**src/rtl/phase_rate_decoder_pkg.sv**
```systemverilog
// phase_rate_decoder_pkg
// Shared definitions for the phase-rate decoder: FSM state encoding,
// default widths and the measurement-window length helper.
package phase_rate_decoder_pkg;

  localparam int unsigned PRD_PHASE_W_DEF = 8;
  localparam int unsigned PRD_FRAC_W_DEF  = 8;

  typedef enum logic [1:0] {
    IDLE,
    MEASURE,
    HOLD
  } prd_state_e;

  // The number of cycles in one measurement window. Over exactly this many
  // cycles the fractional bits of the remote accumulator complete a full
  // revolution, so the observed byte advances by exactly the increment.
  function automatic int unsigned window_len(input int unsigned frac_w);
    return 32'd1 << frac_w;
  endfunction

endpackage

```
**src/rtl/phase_rate_decoder_if.sv**
```systemverilog
// phase_rate_decoder_if
// Bundles the observed phase byte, the control inputs and the
// valid/ready result port of the phase-rate decoder.
//   master : the consumer/environment side (drives phase_in, start,
//            continuous, inc_ready; observes results and status)
//   slave  : the decoder side
interface phase_rate_decoder_if #(
  parameter int unsigned PHASE_W = 8
);
  logic [PHASE_W-1:0] phase_in;
  logic               start;
  logic               continuous;
  logic [PHASE_W-1:0] inc_out;
  logic               inc_valid;
  logic               inc_ready;
  logic               busy;
  logic               overrun;
  logic               locked;

  modport master (
    output phase_in, start, continuous, inc_ready,
    input  inc_out, inc_valid, busy, overrun, locked
  );

  modport slave (
    input  phase_in, start, continuous, inc_ready,
    output inc_out, inc_valid, busy, overrun, locked
  );
endinterface

```
**src/rtl/phase_rate_decoder_window_timer.sv**
```systemverilog
// window_timer
// FRAC_W-bit free-running window counter with synchronous clear.
//   clk, rst_n : clock, synchronous active-low reset
//   clear      : force the count to zero on the next edge
//   en         : count this cycle
//   tc         : single-cycle pulse during the 2^FRAC_W-th counted cycle,
//                i.e. the edge that closes the window
module window_timer
  import phase_rate_decoder_pkg::*;
#(
  parameter int unsigned FRAC_W = PRD_FRAC_W_DEF
) (
  input  logic clk,
  input  logic rst_n,
  input  logic clear,
  input  logic en,
  output logic tc
);

  localparam int unsigned      WLEN = window_len(FRAC_W);
  localparam logic [FRAC_W-1:0] LAST = FRAC_W'(WLEN - 1);

  logic [FRAC_W-1:0] count;

  // The counter wraps from LAST to zero on the terminal edge, which is what
  // lets back-to-back windows run without an explicit clear.
  always_ff @(posedge clk) begin
    if (!rst_n || clear) begin
      count <= '0;
    end else if (en) begin
      count <= count + FRAC_W'(1);
    end
  end

  assign tc = en && (count == LAST);

endmodule

```
**src/rtl/phase_rate_decoder.sv**
```systemverilog
// phase_rate_decoder
// Recovers the per-cycle increment of a remote phase accumulator from its
// exported upper byte by measuring the byte's advance over 2^FRAC_W cycles.
//   clk, rst_n : clock, synchronous active-low reset
//   bus.phase_in   : observed upper byte of the remote accumulator
//   bus.start      : begin a measurement (sampled only in IDLE)
//   bus.continuous : run windows back-to-back
//   bus.inc_out/inc_valid/inc_ready : result valid/ready port
//   bus.busy       : measuring
//   bus.overrun    : sticky, an unaccepted result was overwritten
//   bus.locked     : last two results matched
// Optional feature macro: PRD_LOCK_EN enables the lock comparator; without
// it, locked is tied low.
module phase_rate_decoder
  import phase_rate_decoder_pkg::*;
#(
  parameter int unsigned PHASE_W = PRD_PHASE_W_DEF,
  parameter int unsigned FRAC_W  = PRD_FRAC_W_DEF
) (
  input logic                 clk,
  input logic                 rst_n,
  phase_rate_decoder_if.slave bus
);

  prd_state_e         state;
  logic [PHASE_W-1:0] snap_a;
  logic [PHASE_W-1:0] inc_out_q;
  logic [PHASE_W-1:0] diff;
  logic               inc_valid_q;
  logic               busy_q;
  logic               overrun_q;
  logic               win_clear;
  logic               win_en;
  logic               win_end;

`ifdef PRD_LOCK_EN
  logic [PHASE_W-1:0] prev_res;
  logic               have_prev;
  logic               locked_q;
`endif

  assign win_clear = (state == IDLE) && bus.start;
  assign win_en    = (state == MEASURE);
  assign diff      = bus.phase_in - snap_a;

  window_timer #(
    .FRAC_W(FRAC_W)
  ) u_window_timer (
    .clk  (clk),
    .rst_n(rst_n),
    .clear(win_clear),
    .en   (win_en),
    .tc   (win_end)
  );

  always_ff @(posedge clk) begin
    if (!rst_n) begin
      state       <= IDLE;
      snap_a      <= '0;
      inc_out_q   <= '0;
      inc_valid_q <= 1'b0;
      busy_q      <= 1'b0;
      overrun_q   <= 1'b0;
`ifdef PRD_LOCK_EN
      prev_res    <= '0;
      have_prev   <= 1'b0;
      locked_q    <= 1'b0;
`endif
    end else begin
      // Acceptance applies in every state; a new result written below on
      // the same edge takes precedence.
      if (inc_valid_q && bus.inc_ready) begin
        inc_valid_q <= 1'b0;
      end

      case (state)
        IDLE: begin
          if (bus.start) begin
            snap_a    <= bus.phase_in;
            overrun_q <= 1'b0;
            busy_q    <= 1'b1;
            state     <= MEASURE;
`ifdef PRD_LOCK_EN
            have_prev <= 1'b0;
            locked_q  <= 1'b0;
`endif
          end
        end

        MEASURE: begin
          if (win_end) begin
            inc_out_q   <= diff;
            inc_valid_q <= 1'b1;
            snap_a      <= bus.phase_in;
            // Accepting on the overwrite edge consumes the old value.
            if (inc_valid_q && !bus.inc_ready) begin
              overrun_q <= 1'b1;
            end
`ifdef PRD_LOCK_EN
            if (have_prev) begin
              locked_q <= (diff == prev_res);
            end
            prev_res  <= diff;
            have_prev <= 1'b1;
`endif
            if (!bus.continuous) begin
              busy_q <= 1'b0;
              state  <= HOLD;
            end
          end
        end

        HOLD: begin
          if (bus.inc_ready) begin
            state <= IDLE;
          end
        end

        default: state <= IDLE;
      endcase
    end
  end

  assign bus.inc_out   = inc_out_q;
  assign bus.inc_valid = inc_valid_q;
  assign bus.busy      = busy_q;
  assign bus.overrun   = overrun_q;
`ifdef PRD_LOCK_EN
  assign bus.locked    = locked_q;
`else
  assign bus.locked    = 1'b0;
`endif

endmodule

```
**src/flat_wrapper.sv**
```systemverilog
// flat-port wrapper written by rule: the top's interface ports become plain ports
module phase_rate_decoder_flat import phase_rate_decoder_pkg::*;
#(
  parameter int unsigned PHASE_W = PRD_PHASE_W_DEF,
  parameter int unsigned FRAC_W  = PRD_FRAC_W_DEF
)
  (clk, rst_n, bus_phase_in, bus_start, bus_continuous, bus_inc_ready, bus_inc_out, bus_inc_valid, bus_busy, bus_overrun, bus_locked);
  phase_rate_decoder_if #(.PHASE_W(PHASE_W)) bus_i ();
  input logic clk;
  input logic rst_n;
  input wire logic [$bits(bus_i.phase_in)-1:0] bus_phase_in;
  input wire logic [$bits(bus_i.start)-1:0] bus_start;
  input wire logic [$bits(bus_i.continuous)-1:0] bus_continuous;
  input wire logic [$bits(bus_i.inc_ready)-1:0] bus_inc_ready;
  output wire logic [$bits(bus_i.inc_out)-1:0] bus_inc_out;
  output wire logic [$bits(bus_i.inc_valid)-1:0] bus_inc_valid;
  output wire logic [$bits(bus_i.busy)-1:0] bus_busy;
  output wire logic [$bits(bus_i.overrun)-1:0] bus_overrun;
  output wire logic [$bits(bus_i.locked)-1:0] bus_locked;
  assign bus_i.phase_in = bus_phase_in;
  assign bus_i.start = bus_start;
  assign bus_i.continuous = bus_continuous;
  assign bus_i.inc_ready = bus_inc_ready;
  assign bus_inc_out = bus_i.inc_out;
  assign bus_inc_valid = bus_i.inc_valid;
  assign bus_busy = bus_i.busy;
  assign bus_overrun = bus_i.overrun;
  assign bus_locked = bus_i.locked;
  phase_rate_decoder #(.PHASE_W(PHASE_W), .FRAC_W(FRAC_W)) u_core (.clk(clk), .rst_n(rst_n), .bus(bus_i));
endmodule
```
**config.mk**
```make
export PLATFORM = sky130hd
export DESIGN_NAME = phase_rate_decoder_flat
export DESIGN_NICKNAME = d
export VERILOG_FILES = /design/src/rtl/phase_rate_decoder_pkg.sv /design/src/rtl/phase_rate_decoder_if.sv /design/src/rtl/phase_rate_decoder_window_timer.sv /design/src/rtl/phase_rate_decoder.sv /design/src/flat_wrapper.sv
export SDC_FILE = /design/constraint.sdc
export NUM_CORES = 1
export LEC_CHECK = 0
export ABC_CLOCK_PERIOD_IN_PS = 2500
export CORE_MARGIN = 5
export CORE_UTILIZATION = 52
export CTS_CLUSTER_SIZE = 14
export DETAILED_ROUTE_END_ITERATION = 12
export PLACE_DENSITY = 0.8
export SLEW_MARGIN = 0
export SYNTH_ARGS = -nofsm -noshare
export SYNTH_HDL_FRONTEND = slang
export SYNTH_SLANG_ARGS = --single-unit
```
**constraint.sdc**
```tcl
create_clock -name clk -period 2.5 [get_ports clk]
set_clock_uncertainty 0.1 [all_clocks]
set_input_delay 0.375 -clock clk [delete_from_list [all_inputs] [get_ports clk]]
set_output_delay 0.375 -clock clk [all_outputs]
set_load 0.01 [all_outputs]
```
==> results.cfg <==
[placed_design]
placed_cells = 218
dp_hpwl_um = 2470
io_buffers = 23
place_congestion = 0.884

[timing]
drv_slew = 0
finalCritPeriodShare_pct = 87.4
fin_setup_tns_ps = 0
finalSetupViolCount = 0
fin_hold_ws_ps = 372
max_clock_freq_ghz = 0.458
finalCriticalPeriod_ps = 2180
hold_viol = 0
slew_headroom_pct = 57.2
grt_setup_unrepaired = false
worstMarginPinSlew_ps = 638

[worst_setup_path]
rrSetupSlack_ps = 530
crit_fanout = 3
critPathLaunchType = primary input
endpoint = u_core.bus.inc_out[6]$_SDFFE_PN0P_
end_kind = flop
reg2reg_to = u_core.bus.inc_out[5]$_SDFFE_PN0P_
r2r-start = u_core.u_window_timer.count[0]$_SDFFE_PP0N_
crit_required_ps = 2660
ff2ff_path_depth = 5
setup.worst_path.class = primary input to flop
cp-startpoint = bus_phase_in[0]
worstPathArrival_ps = 2340

[route]
drc = 0
vias_per_cell = 5.73
drt.antenna.violating_nets = 0
vias = 1296
drt_iter0_drc = 68
routed_wl_um = 3340
wl_per_cell_um = 14.8
dr.pass1.iters = 4

[synth]
synth.most_common_cell = dfxtp_1
ys_warn_count = 0
syn_avg_cell_area_um2 = 9.22
synth_edf_count = 0
netlist_top_cells_area = dfxtp_1 (38%), ha_1 (6.5%), mux2i_1 (5.8%)
syn-instance-count = 167
synth_common_cells = dfxtp_1 (29), nand2_1 (12), nor2_1 (12), nor2b_1 (10)
yosys.area.top_type = dfxtp_1
ys_ff_latch = 29
synth_top_cell_area_share_pct = 37.7
ys_types = 47
async_reset_ff_share_pct = 0
syn_area_mm2 = 0.00154
synthesis.nets = 189
synth_seq_area_share_pct = 37.7
synthFlopType = dfxtp_1

[power]
seq_power_share_pct = 50.3
power_uw = 960
p_switching_uw = 249
pwr-share-comb_pct = 15.7
power.internal_uw = 711
switching_share_pct = 25.9
p_leak_nw = 0.753
power.density_mw_per_mm2 = 512
power.clock.fraction_pct = 34.0
peakVddDrop_uv = 376

[clock_tree]
cts_buffer_depth = 2
root_buffer = clkbuf_4
clk_pin_slew_worst_paths_ps = 90
cts_hold_buf = 0
cts_tree = done
cts_htree_levels = 2
cts_setup_buffers = 0
clk_latency_ps = 330
cts_resized = 0
clock_sinks = 29
numCtsBuffers = 5

[flow_run]
maxCapViolations = 0

[grt]
grt_pass1_vias = 1338
grt_max_degree = 20
grt_overflow = 0
grt_pass1_wl_um = 5700
antenna_found_initial = 0
grt.total_usage_pct = 17.7

[final_layout]
post_layout_nonfiller_instances = 226
syn_to_final_growth_pct = 21.7
insertedDiodeCount = 0
layout.nets = 216
drive_gt1_share_pct = 10.3

[die]
core.rowCount = 19
fp.dieW_um = 64.4
dieArea_mm2 = 0.00415
dieHeight_um = 64.4
io_pins = 25
core_area_mm2 = 0.00281
initial_utilization_pct = 54.9

[hold_path]
hp-class = flop to flop

[run_status]
status = complete, no violations
[power groups by stage]
| stage | logic (mW) | registers [mW] | clock network, mW |
|---|---|---|---|
| floorplan | 0.100 | 0.492 | 0 |
| global placement | 0.142 | 0.492 | 0 |
| detailed placement | 0.147 | 0.494 | 0 |
| CTS | 0.150 | 0.483 | 0.340 |
| global route | 0.166 | 0.484 | 0.367 |
| finish | 0.150 | 0.483 | 0.326 |
[how the worst min path moves through the flow]
stage	slack, ps	cells past startpoint	endpoint	start
finish	370	2	u_core.bus.inc_out[4]$_SDFFE_PN0P_	u_core.bus.inc_out[4]$_SDFFE_PN0P_
global route	390	2	u_core.bus.inc_out[4]$_SDFFE_PN0P_	u_core.bus.inc_out[4]$_SDFFE_PN0P_
CTS	370	2	u_core.bus.inc_out[4]$_SDFFE_PN0P_	u_core.bus.inc_out[4]$_SDFFE_PN0P_
detailed placement	360	2	u_core.bus.inc_out[4]$_SDFFE_PN0P_	u_core.bus.inc_out[4]$_SDFFE_PN0P_
global placement	350	2	u_core.bus.inc_out[4]$_SDFFE_PN0P_	u_core.bus.inc_out[4]$_SDFFE_PN0P_
floorplan	360	2	u_core.snap_a[0]$_SDFFE_PN0P_	u_core.snap_a[0]$_SDFFE_PN0P_
[metal layers]
metal / vias to the layer above / track usage (%) / routed length [um]
met5: - / 0 / 0
met4: 0 / 9.23 / 85
met3: 16 / 7.43 / 232
met2: 53 / 31.3 / 1680
met1: 592 / 17.6 / 1340
li1: 635 / - / -
[worst max-delay path: stages]
cell and delay, ps:
clkdlybuf4s50_1 480, inv_1 50, ha_1 210, fa_1 410, nor2b_1 210, o31ai_1 140
a2111o_1 380, o211ai_1 90
[cell families (layout without fill, tap and decap cells)]
logic type	Yosys count	count (layout)	synth area share, %
AOI/OAI and AO/OA	31	31	15.7
xor gates and xnor gates	8	8	4.55
adders and majority gates	9	9	7.80
buffers and inverters	15	43	3.98
DFF	29	29	37.7
muxes	9	9	5.85
other	1	1	0.243
and+or+nand+nor	65	65	24.2
[sequential cells by signal, indices dropped and copies added, names as in the netlist]
| name | flops |
|---|---|
| u_core.state | 2 |
| u_core.bus.busy | 1 |
| u_core.bus.overrun | 1 |
| u_core.bus.inc_out | 8 |
| u_core.u_window_timer.count | 8 |
| u_core.bus.inc_valid | 1 |
| u_core.snap_a | 8 |
[metrics by stage]
stage / utilization [%] / cell area, um2 / setup WS (ps)
4_1_cts: 66.8 / 1870 / 357
6_report: 66.8 / 1870 / 315
3_5_place_dp: 64.3 / 1800 / 52.0
5_1_grt: 66.8 / 1870 / 277
3_3_place_gp: 64.3 / 1800 / 110
2_1_floorplan: - / 1540 / 656
[area by class of cell]
class / instances / area, um2
Tap cell: 31 / 38.8
Timing Repair Buffer: 26 / 253
Multi-Input combinational cell: 123 / 898
Clock inverter: 1 / 5.00
Inverter: 9 / 33.8
Clock buffer: 7 / 65.1
Fill cell: 258 / 931
Sequential cell: 29 / 581
[cell usage in the layout (no fill, tap or decap), types with 2 or more instances in the layout]
cell	synthesis	final
o211a_1	2	2
nand2_1	12	12
mux2i_1	9	9
nor2_1	12	12
inv_1	9	9
nand4_1	3	3
nor4_1	2	2
clkbuf_4	0	5
nor2b_1	10	10
or3_1	2	2
xor2_1	4	4
a21boi_0	5	5
dfxtp_1	29	29
xnor2_1	4	4
clkdlybuf4s50_1	0	23
o211ai_1	2	2
nand3_1	7	7
nand3b_1	2	2
ha_1	8	8
nand2b_1	2	2
a21oi_1	7	7
o21ai_0	2	2
buf_4	1	3
o21a_1	3	3
clkbuf_8	0	2
a21o_1	3	3
Note: power is estimated with default switching activity, not from simulation.
